==> src/rtl/divisor_pkg.sv <==
// Shared constants and helpers for the DigitalPWM clock divider.
package divisor_pkg;

    // 100 MHz board clock down to a 50 kHz timebase.
    localparam int DIV_DEFAULT = 2000;

    // Ceiling log2 with a floor of 1 so a mod-2 counter still gets one bit.
    function automatic int clog2(input int value);
        int bits;
        longint pow;
        bits = 0;
        pow  = 1;
        while (pow < longint'(value)) begin
            pow  = pow << 1;
            bits = bits + 1;
        end
        return (bits < 1) ? 1 : bits;
    endfunction

endpackage

==> src/rtl/divisor_frecuencia_if.sv <==
// Observation bundle for the divider: live counter value and wrap flag.
interface divisor_frecuencia_if #(
    parameter int CNT_W = 11
);
    // No handshake: the counter free-runs, these are level signals sampled any time.
    logic [CNT_W-1:0] cnt;
    logic             wrap;

    modport master (output cnt, output wrap);
    modport slave  (input  cnt, input  wrap);
endinterface

==> src/rtl/contador_mod_n.sv <==
// Mod-N up-counter with asynchronous active-high reset; exposes its next value
// so a sibling register can be loaded on the same edge.
module contador_mod_n #(
    parameter int N = 2000,
    parameter int W = 11
) (
    input  logic         clk,
    input  logic         rst,
    output logic [W-1:0] cnt,
    output logic [W-1:0] cnt_next,
    output logic         wrap
);

    localparam logic [W-1:0] LAST = W'(N - 1);

    logic [W-1:0] cnt_q;
    logic [W-1:0] cnt_d;
    logic         wrap_d;

    always_comb begin
        wrap_d = (cnt_q == LAST);
        cnt_d  = wrap_d ? '0 : cnt_q + W'(1);
    end

    always_ff @(posedge clk or posedge rst) begin
        if (rst) begin
            cnt_q <= '0;
        end else begin
            cnt_q <= cnt_d;
        end
    end

    assign cnt      = cnt_q;
    assign cnt_next = cnt_d;
    assign wrap     = wrap_d;

endmodule

==> src/rtl/divisor_frecuencia.sv <==
// Integer clock divider: Clock_o is high while cnt >= floor(N/2), so odd ratios
// get the extra cycle in the high phase. Clock_o comes straight from a flop.
module divisor_frecuencia
    import divisor_pkg::*;
#(
    parameter int DIVISOR = DIV_DEFAULT,
    parameter int CNT_W   = clog2(DIVISOR)
) (
    input  logic                 Clock_i,
    input  logic                 reset_i,
    output logic                 Clock_o,
    divisor_frecuencia_if.master dbg
);

    localparam int               LOW_LEN = DIVISOR / 2;
    localparam logic [CNT_W-1:0] LOW_CMP = CNT_W'(LOW_LEN);

    if (DIVISOR < 2 || DIVISOR > (1 << 24)) begin : g_bad_divisor
        $error("divisor_frecuencia: DIVISOR must lie in [2, 2**24]");
    end

    logic [CNT_W-1:0] cnt;
    logic [CNT_W-1:0] cnt_next;
    logic             wrap;
    logic             clk_o_q;
    logic             clk_o_d;

    contador_mod_n #(
        .N (DIVISOR),
        .W (CNT_W)
    ) u_contador (
        .clk      (Clock_i),
        .rst      (reset_i),
        .cnt      (cnt),
        .cnt_next (cnt_next),
        .wrap     (wrap)
    );

    // Compare against the counter's next value so the output flop and the
    // counter update together and Clock_o always equals (cnt >= L).
    always_comb begin
        clk_o_d = (cnt_next >= LOW_CMP);
    end

    always_ff @(posedge Clock_i or posedge reset_i) begin
        if (reset_i) begin
            clk_o_q <= 1'b0;
        end else begin
            clk_o_q <= clk_o_d;
        end
    end

    assign Clock_o  = clk_o_q;
    assign dbg.cnt  = cnt;
    assign dbg.wrap = wrap;

endmodule

==> src/flat_wrapper.sv <==
// flat-port wrapper written by rule: the top's interface ports become plain ports
module divisor_frecuencia_flat import divisor_pkg::*;
#(
    parameter int DIVISOR = DIV_DEFAULT,
    parameter int CNT_W   = clog2(DIVISOR)
)
  (Clock_i, reset_i, Clock_o, dbg_cnt, dbg_wrap);
  divisor_frecuencia_if #(.CNT_W(CNT_W)) dbg_i ();
  input  logic Clock_i;
  input  logic reset_i;
  output logic Clock_o;
  output wire logic [$bits(dbg_i.cnt)-1:0] dbg_cnt;
  output wire logic [$bits(dbg_i.wrap)-1:0] dbg_wrap;
  assign dbg_cnt = dbg_i.cnt;
  assign dbg_wrap = dbg_i.wrap;
  divisor_frecuencia #(.DIVISOR(DIVISOR), .CNT_W(CNT_W)) u_core (.Clock_i(Clock_i), .reset_i(reset_i), .Clock_o(Clock_o), .dbg(dbg_i));
endmodule
==> config.mk <==
export PLATFORM = sky130hd
export DESIGN_NAME = divisor_frecuencia_flat
export DESIGN_NICKNAME = d
export VERILOG_FILES = /design/src/rtl/divisor_pkg.sv /design/src/rtl/divisor_frecuencia_if.sv /design/src/rtl/contador_mod_n.sv /design/src/rtl/divisor_frecuencia.sv /design/src/flat_wrapper.sv
export SDC_FILE = /design/constraint.sdc
export NUM_CORES = 1
export LEC_CHECK = 0
export ABC_CLOCK_PERIOD_IN_PS = 1810
export CORE_MARGIN = 5
export CORE_UTILIZATION = 34
export DETAILED_ROUTE_END_ITERATION = 7
export GPL_TIMING_DRIVEN = 1
export PLACE_DENSITY = 0.64
export SLEW_MARGIN = 20
export SYNTH_ARGS = -nofsm -noshare
export SYNTH_HDL_FRONTEND = slang
export SYNTH_HIERARCHICAL = 1
export SYNTH_SLANG_ARGS = --single-unit
==> constraint.sdc <==
create_clock -name Clock_i -period 1.81 [get_ports Clock_i]
set_input_delay 0.4525 -clock Clock_i [delete_from_list [all_inputs] [get_ports Clock_i]]
set_output_delay 0.4525 -clock Clock_i [all_outputs]
set_load 0.01 [all_outputs]
# Yosys cells after proc, flatten, opt, wreduce, memory -nomap -nowiden

Cells that the tools add are included.

Bits in registers: 12
Bits in latches: 0
Memory bits (writable): 0
ROM bits: 0
Input port bits: 2
Output and inout bits: 13
Word-level logic and storage cells: 6
Memories kept: 0

Add/sub/neg operators: 1
Multiply operators: 0
Divide/modulo/power cells: 0
Magnitude comparators: 1
Equal/unequal tests: 1
Shifts and indexed selects: 0
Mux-type cells: 1
Bitwise operators: 0
Reduce and logical (&&, ||, !) cells: 0

Operators with widths:

| operator                | number |
|---|---|
| $add A11 B1 Y11 const B | 1 |
| $eq A11 B11 Y1 const B  | 1 |
| $ge A11 B10 Y1 const B  | 1 |
| $mux W11                | 1 |

# Depth between registers and ports, before layout

Gate-level depths: netlist of the first run.

Depth after elaboration: 3
Mapped depth: 6
Mapped depth without buffers: 6

# By module

Netlist of the first run, hierarchy kept.

By module, submodules not included:

| module             | instances | cells an instance | area each (um^2) | sequential area each (um^2) |
|---|---|---|---|---|
| contador_mod_n     | 1         | 53                | 566.8            | 275.3 |
| divisor_frecuencia | 1         | 5                 | 47.5             | 25.0 |

# Worst setup path before layout of the first run

No wires, ideal clock.

Path type: register to output
From: register u_core.u_contador.cnt_q[4] (netlist: u_core/u_contador/cnt[4])
To: output port dbg_wrap
Arrival: 1.280 ns
Required time: 1.357 ns
Slack: 0.078 ns
Stages on the path, launching flop included: 4
Path buffers: 1
Cell sequence: dfrtp_1 buf_6 or3b_4 nor3_4

Cells in the longest elaborated chain, start to end: 1

Ends and longest elaborated chain:

| element                | line                 | source |
|---|---|---|
| from (decl)            | contador_mod_n.sv:16 | `logic [W-1:0] cnt_q;` |
| from (signal assigned) | contador_mod_n.sv:29 | `cnt_q <= cnt_d;` |
| $eq A11 B11 Y1         | contador_mod_n.sv:21 | `wrap_d = (cnt_q == LAST);` |
| to (decl)              | flat_wrapper.sv:13   | `output wire logic [$bits(dbg_i.wrap)-1:0] dbg_wrap;` |

No other way between the ends.

# Worst setup path after layout of the first run

Ends and elaborated chain as after synthesis.

==> flow_summary.toml, run 1 <==
[run_status]
status = "complete, no violations"

[sta]
fin_crit_ps = 1800
finalHoldViolations = 0
relSlewSlack = 0.734
setup_viol = 0
rsz0062_at_grt = "yes"
tightest_slew_ps = 396
slew_viol_final = 0
skew_ps = 0.737
hold_ws_ps = 343
period_share = 0.994
max_freq_mhz = 556

[worst_setup_path]
start_kind = "flop"
critical_path_class = "reg -> out"
worstPathMaxFanout = 2
setup.worst_path.end_class = "output port"
cp.required_ps = 1360
worstRegToRegCells = 7
arrival_ps = 1350

[global_route]
grt_pass1_vias = 605
grt_max_degree = 12
grt.overflow.total = 0
grt_pass1_wl_mm = 2.50
grtUsageTotal = 0.123
antenna_found_initial = 0

[routing]
drt-total-wl_mm = 1.50
drc = 0
drt_iter0_markers = 10
vias_per_cell = 4.83
first_pass_iters = 4
vias = 575
antenna_left = 0
wl_per_cell_um = 12.6

[layout]
final_layout_size_suffix_gt1_frac = 0.351
final_cells = 119
area_growth_pct = 59.7
n_fill_cell = 168
mostFrequentLayoutCell = "buf_4"
final_nets = 98
n_antenna_cell = 0
register_area_um2 = 300
multi_input_area_um2 = 313
layout_common_cells = "18 x buf_4, 12 x dfrtp_1, 10 x clkdlybuf4s50_1, 4 x nor2_1"

[place]
numPortBuffers = 14
dp_cells = 114
gp_congestion = 0.809
hpwl_mm = 1.14

[clock_network]
cts_buffers = 3
cts_sinks = 12
path_clk_slew_ps = 70
cts_max_level = 1
cts_tree = "done"
cts_root_buffer = "clkbuf_4"
clock_latency_ps = 260
hold_buffers = 0
clockBufferDepth = 2

[floorplan]
fp-row-count = 15
die_w_um = 52.5
dieArea_mm2 = 0.00276
pin_count = 15
die_h_um = 52.5
core_area_mm2 = 0.00173
floorplan.initialDensity = 0.356

[min_path]
hold_path_class = "in -> async"

[job]
max_cap_viol_count = 0

[synthesis]
synth_nets = 61
yosysTopAreaCell = "dfrtp_1"
synth_top_area_frac = 0.489
yosys_warnings = 6
synth_edf_count = 0
synth_cell_types = 27
yosysSeqAreaShare = 0.489
netlist_top_cells_area = "dfrtp_1 49%, xor2_1 4.3%, nand3_2 3.3%"
syn_area_per_cell_um2 = 10.6
synthFlopType = "dfrtp_1"
synth_cells = 58
syn-cell-area_um2 = 614
synth_async_sr_flop_share = 1.00
synth_seq_cells = 12

[power_and_ir_drop]
leakage_nw = 0.484
max-vdd-ir-drop_v = 0.000486
p_per_area_mw_per_mm2 = 490
## worst paths after layout
check | startpoint | to | slack, ps
min in group Clock_i | u_core/u_contador/cnt[0] | u_core/u_contador/cnt[0] | 540
setup / recovery | u_core/u_contador/cnt[4] | dbg_wrap | 10
setup reg to reg | u_core/u_contador/cnt[0] | u_core/Clock_o | 30
max in group asynchronous | reset_i | u_core/u_contador/cnt[10] | 1040
hold reg to reg | u_core/u_contador/cnt[0] | u_core/u_contador/cnt[0] | 540
hold / removal | reset_i | u_core/Clock_o | 340
## registers in the layout, summed over array words and instances, names as in the netlist
register	cells
u_core/Clock_o	1
u_core/u_contador/cnt	11
## where the power goes
group          leakage, nW  internal [mW]  switching, mW  total (mW)
Sequential           0.153          0.268              0       0.268
Clock               0.0210          0.122         0.0833       0.205
Combinational        0.310        0.00219        0.00514     0.00733
Total                0.484          0.392         0.0884       0.480
## through the flow
step           TNS, ps   util  instance area [um2]  power, mW  setup WS (ps)
2_1_floorplan        0      -                  614      0.277           77.9
3_3_place_gp      -151  0.527                  910      0.281           -151
3_5_place_dp      -168  0.527                  910      0.281           -168
4_1_cts          -61.9  0.545                  941      0.490          -61.9
5_1_grt          -91.2  0.568                  981      0.510          -49.5
6_report             0  0.568                  981      0.480           10.1
## cells by family (layout without fill, tap and decap cells)
group,Yosys count,in the layout,synth area share
AND/OR/NAND/NOR,26,26,0.273
flip-flops,12,12,0.489
AO/OA/AOI/OAI,11,11,0.124
XOR/XNOR,4,4,0.0570
buffers and inverters,4,40,0.0367
adder cells (fa/ha/maj),1,1,0.0204
## cell type report
cell class | count | share of cell area
clock buffer | 4 | 0.0370
inverter | 3 | 0.0115
multi-input combinational | 42 | 0.319
sequential | 12 | 0.306
tap | 25 | 0.0319
timing repair buffer | 33 | 0.295
## timing repair
item,CTS,global route
gates resized for setup,4,9
setup endpoints to repair,2,5
pin swaps,1,8
setup buffers,0,1
gates cloned,0,0
## critical path, stage by stage (launching register included)
cell	delay, ps
dfrtp_1	380
or3b_4	420
nor3_4	130
buf_2	160
## synthesized netlist by cell type (all sizes together), types with 2 or more instances
| cell | number |
|---|---|
| a21oi | 3 |
| dfrtp | 12 |
| inv | 3 |
| nand2 | 4 |
| nand3 | 5 |
| nand4 | 3 |
| nor2 | 4 |
| nor2b | 2 |
| nor3 | 2 |
| o21ai | 3 |
| or3 | 2 |
| or4 | 2 |
| xor2 | 3 |
## routing by layer
layer  wire length [um]  track usage  part of all wire  up-vias
met3                 55       0.0114             0.037        2
met1                682        0.153              0.45      274
met5                  0            0                 0        -
met2                745        0.209              0.50       13
li1                   -            -                 -      286
met4                 19       0.0638             0.013        0
(Power assumes the default switching activity.)
==> inputs of run 2 (changes only) <==
--- a/config.mk
+++ b/config.mk
@@ -10,6 +10,7 @@
 export CORE_UTILIZATION = 34
 export DETAILED_ROUTE_END_ITERATION = 7
 export GPL_TIMING_DRIVEN = 1
+export MAX_ROUTING_LAYER = met4
 export PLACE_DENSITY = 0.64
 export SLEW_MARGIN = 20
 export SYNTH_ARGS = -nofsm -noshare
==> flow_summary.toml, run 2 (synthesis gave the netlist of run 1 again) <==
[layout]
final_layout_size_suffix_gt1_frac = 0.351
n_fill_cell = 168
mostFrequentLayoutCell = "buf_4"
area_growth_pct = 59.7
layout_common_cells = "18 x buf_4, 12 x dfrtp_1, 10 x clkdlybuf4s50_1, 4 x nor2_1"
largest_register_ffs = 11
n_antenna_cell = 0
fin_area_um2 = 981
final_nets = 98
final_core_util = 0.568

[worst_setup_path]
cp.required_ps = 1360
crit_path_start = "u_core/u_contador/cnt[4]"
critical_path_class = "reg -> out"
worstSetupEndpoint = "dbg_wrap"
reg2reg_slack_ps = 30
arrival_ps = 1350
reg2reg_from = "u_core/u_contador/cnt[0]"
rr_endpoint = "u_core/Clock_o"
start_kind = "flop"
worstRegToRegCells = 7
worstPathMaxFanout = 2
setup.worst_path.end_class = "output port"

[sta]
fin_crit_ps = 1800
tightest_slew_ps = 396
tns_ps = 0
max_freq_mhz = 556
setup_viol = 0
rsz0062_at_grt = "yes"
finalHoldViolations = 0
relSlewSlack = 0.734
slew_viol_final = 0
skew_ps = 0.779
hold_ws_ps = 343
period_share = 0.994

[global_route]
use_met3 = 0.0114
grt_max_degree = 12
met2_usage = 0.209
grt_pass1_wl_mm = 2.50
grt.overflow.total = 0
top_usage_layer = "met2"
antenna_found_initial = 0
grtUsageTotal = 0.126
use_met1 = 0.153
grt_pass1_vias = 605

[floorplan]
floorplan.initialDensity = 0.356
die_h_um = 52.5
die_w_um = 52.5
fp-row-count = 15
pin_count = 15
dieArea_mm2 = 0.00276
core_area_mm2 = 0.00173

[clock_network]
cts_root_buffer = "clkbuf_4"
cts_buffers = 3
cts_tree = "done"
path_clk_slew_ps = 70
clock_latency_ps = 260
cts_max_level = 1
clockBufferDepth = 2
cts_sinks = 12
hold_buffers = 0

[routing]
antenna_left = 0
drt_iter0_markers = 10
vias_per_cell = 4.80
vias = 571
first_pass_iters = 4
drt-total-wl_mm = 1.50
drc = 0
wl_per_cell_um = 12.6

[power_and_ir_drop]
finalPower_mw = 0.480
max-vdd-ir-drop_v = 0.000487
leakage_nw = 0.484
p_per_area_mw_per_mm2 = 490

[place]
gp_congestion = 0.820
place_area_um2 = 910
numPortBuffers = 14
hpwl_mm = 1.14

[run_status]
status = "complete, no violations"

[job]
max_cap_viol_count = 0

[min_path]
hold_path_class = "in -> async"
run 2: repair_timing:
| item | CTS | global route |
|---|---|---|
| pin swaps | 1 | 8 |
| endpoints found under the setup margin | 2 | 5 |
| setup buffers | 0 | 1 |
| resized for setup | 4 | 9 |
run 2: cell type report:
| class | count | area, um2 | area share |
|---|---|---|---|
| Clock buffer | 4 | 36.3 | 0.0370 |
| Inverter | 3 | 11.3 | 0.0115 |
| Multi-Input combinational cell | 42 | 313 | 0.319 |
| Sequential cell | 12 | 300 | 0.306 |
| Tap cell | 25 | 31.3 | 0.0319 |
| Timing Repair Buffer | 33 | 289 | 0.295 |
run 2: critical path: stages (launching register included):
cell and delay [ps]:
dfrtp_1 380, or3b_4 420, nor3_4 130, buf_2 160
run 2: through the flow:
step,std cells,setup slack [ps]
detailed placement,114,-168
CTS,118,-61.9
floorplan,58,77.9
global placement,114,-151
global route,119,-49.5
finish,119,11.3
run 2: how the worst min path moves through the flow:
| stage | from | end | slack, ps | depth (start not counted) |
|---|---|---|---|---|
| 6_report | reset_i | u_core/Clock_o | 340 | 2 |
| 5_1_grt | reset_i | u_core/Clock_o | 340 | 2 |
| 4_1_cts | reset_i | u_core/Clock_o | 340 | 2 |
| 3_5_place_dp | u_core/u_contador/cnt[0] | u_core/u_contador/cnt[0] | 530 | 2 |
| 3_3_place_gp | u_core/u_contador/cnt[0] | u_core/u_contador/cnt[0] | 530 | 2 |
| 2_1_floorplan | reset_i | u_core/Clock_o | 180 | 1 |
run 2: report_power, final:
| group | internal, mW | switching [mW] | total, mW | leakage [nW] |
|---|---|---|---|---|
| Combinational | 0.00219 | 0.00517 | 0.00736 | 0.310 |
| Clock | 0.122 | 0.0833 | 0.205 | 0.0210 |
| Sequential | 0.268 | 0 | 0.268 | 0.153 |
run 2: routing by layer:
| layer | vias to the layer above | routed length, um | part of all wire |
|---|---|---|---|
| met1 | 270 | 687 | 0.46 |
| met3 | 2 | 45 | 0.030 |
| met4 | 0 | 19 | 0.013 |
| met2 | 13 | 744 | 0.50 |
| met5 | - | 0 | 0 |
| li1 | 286 | - | - |
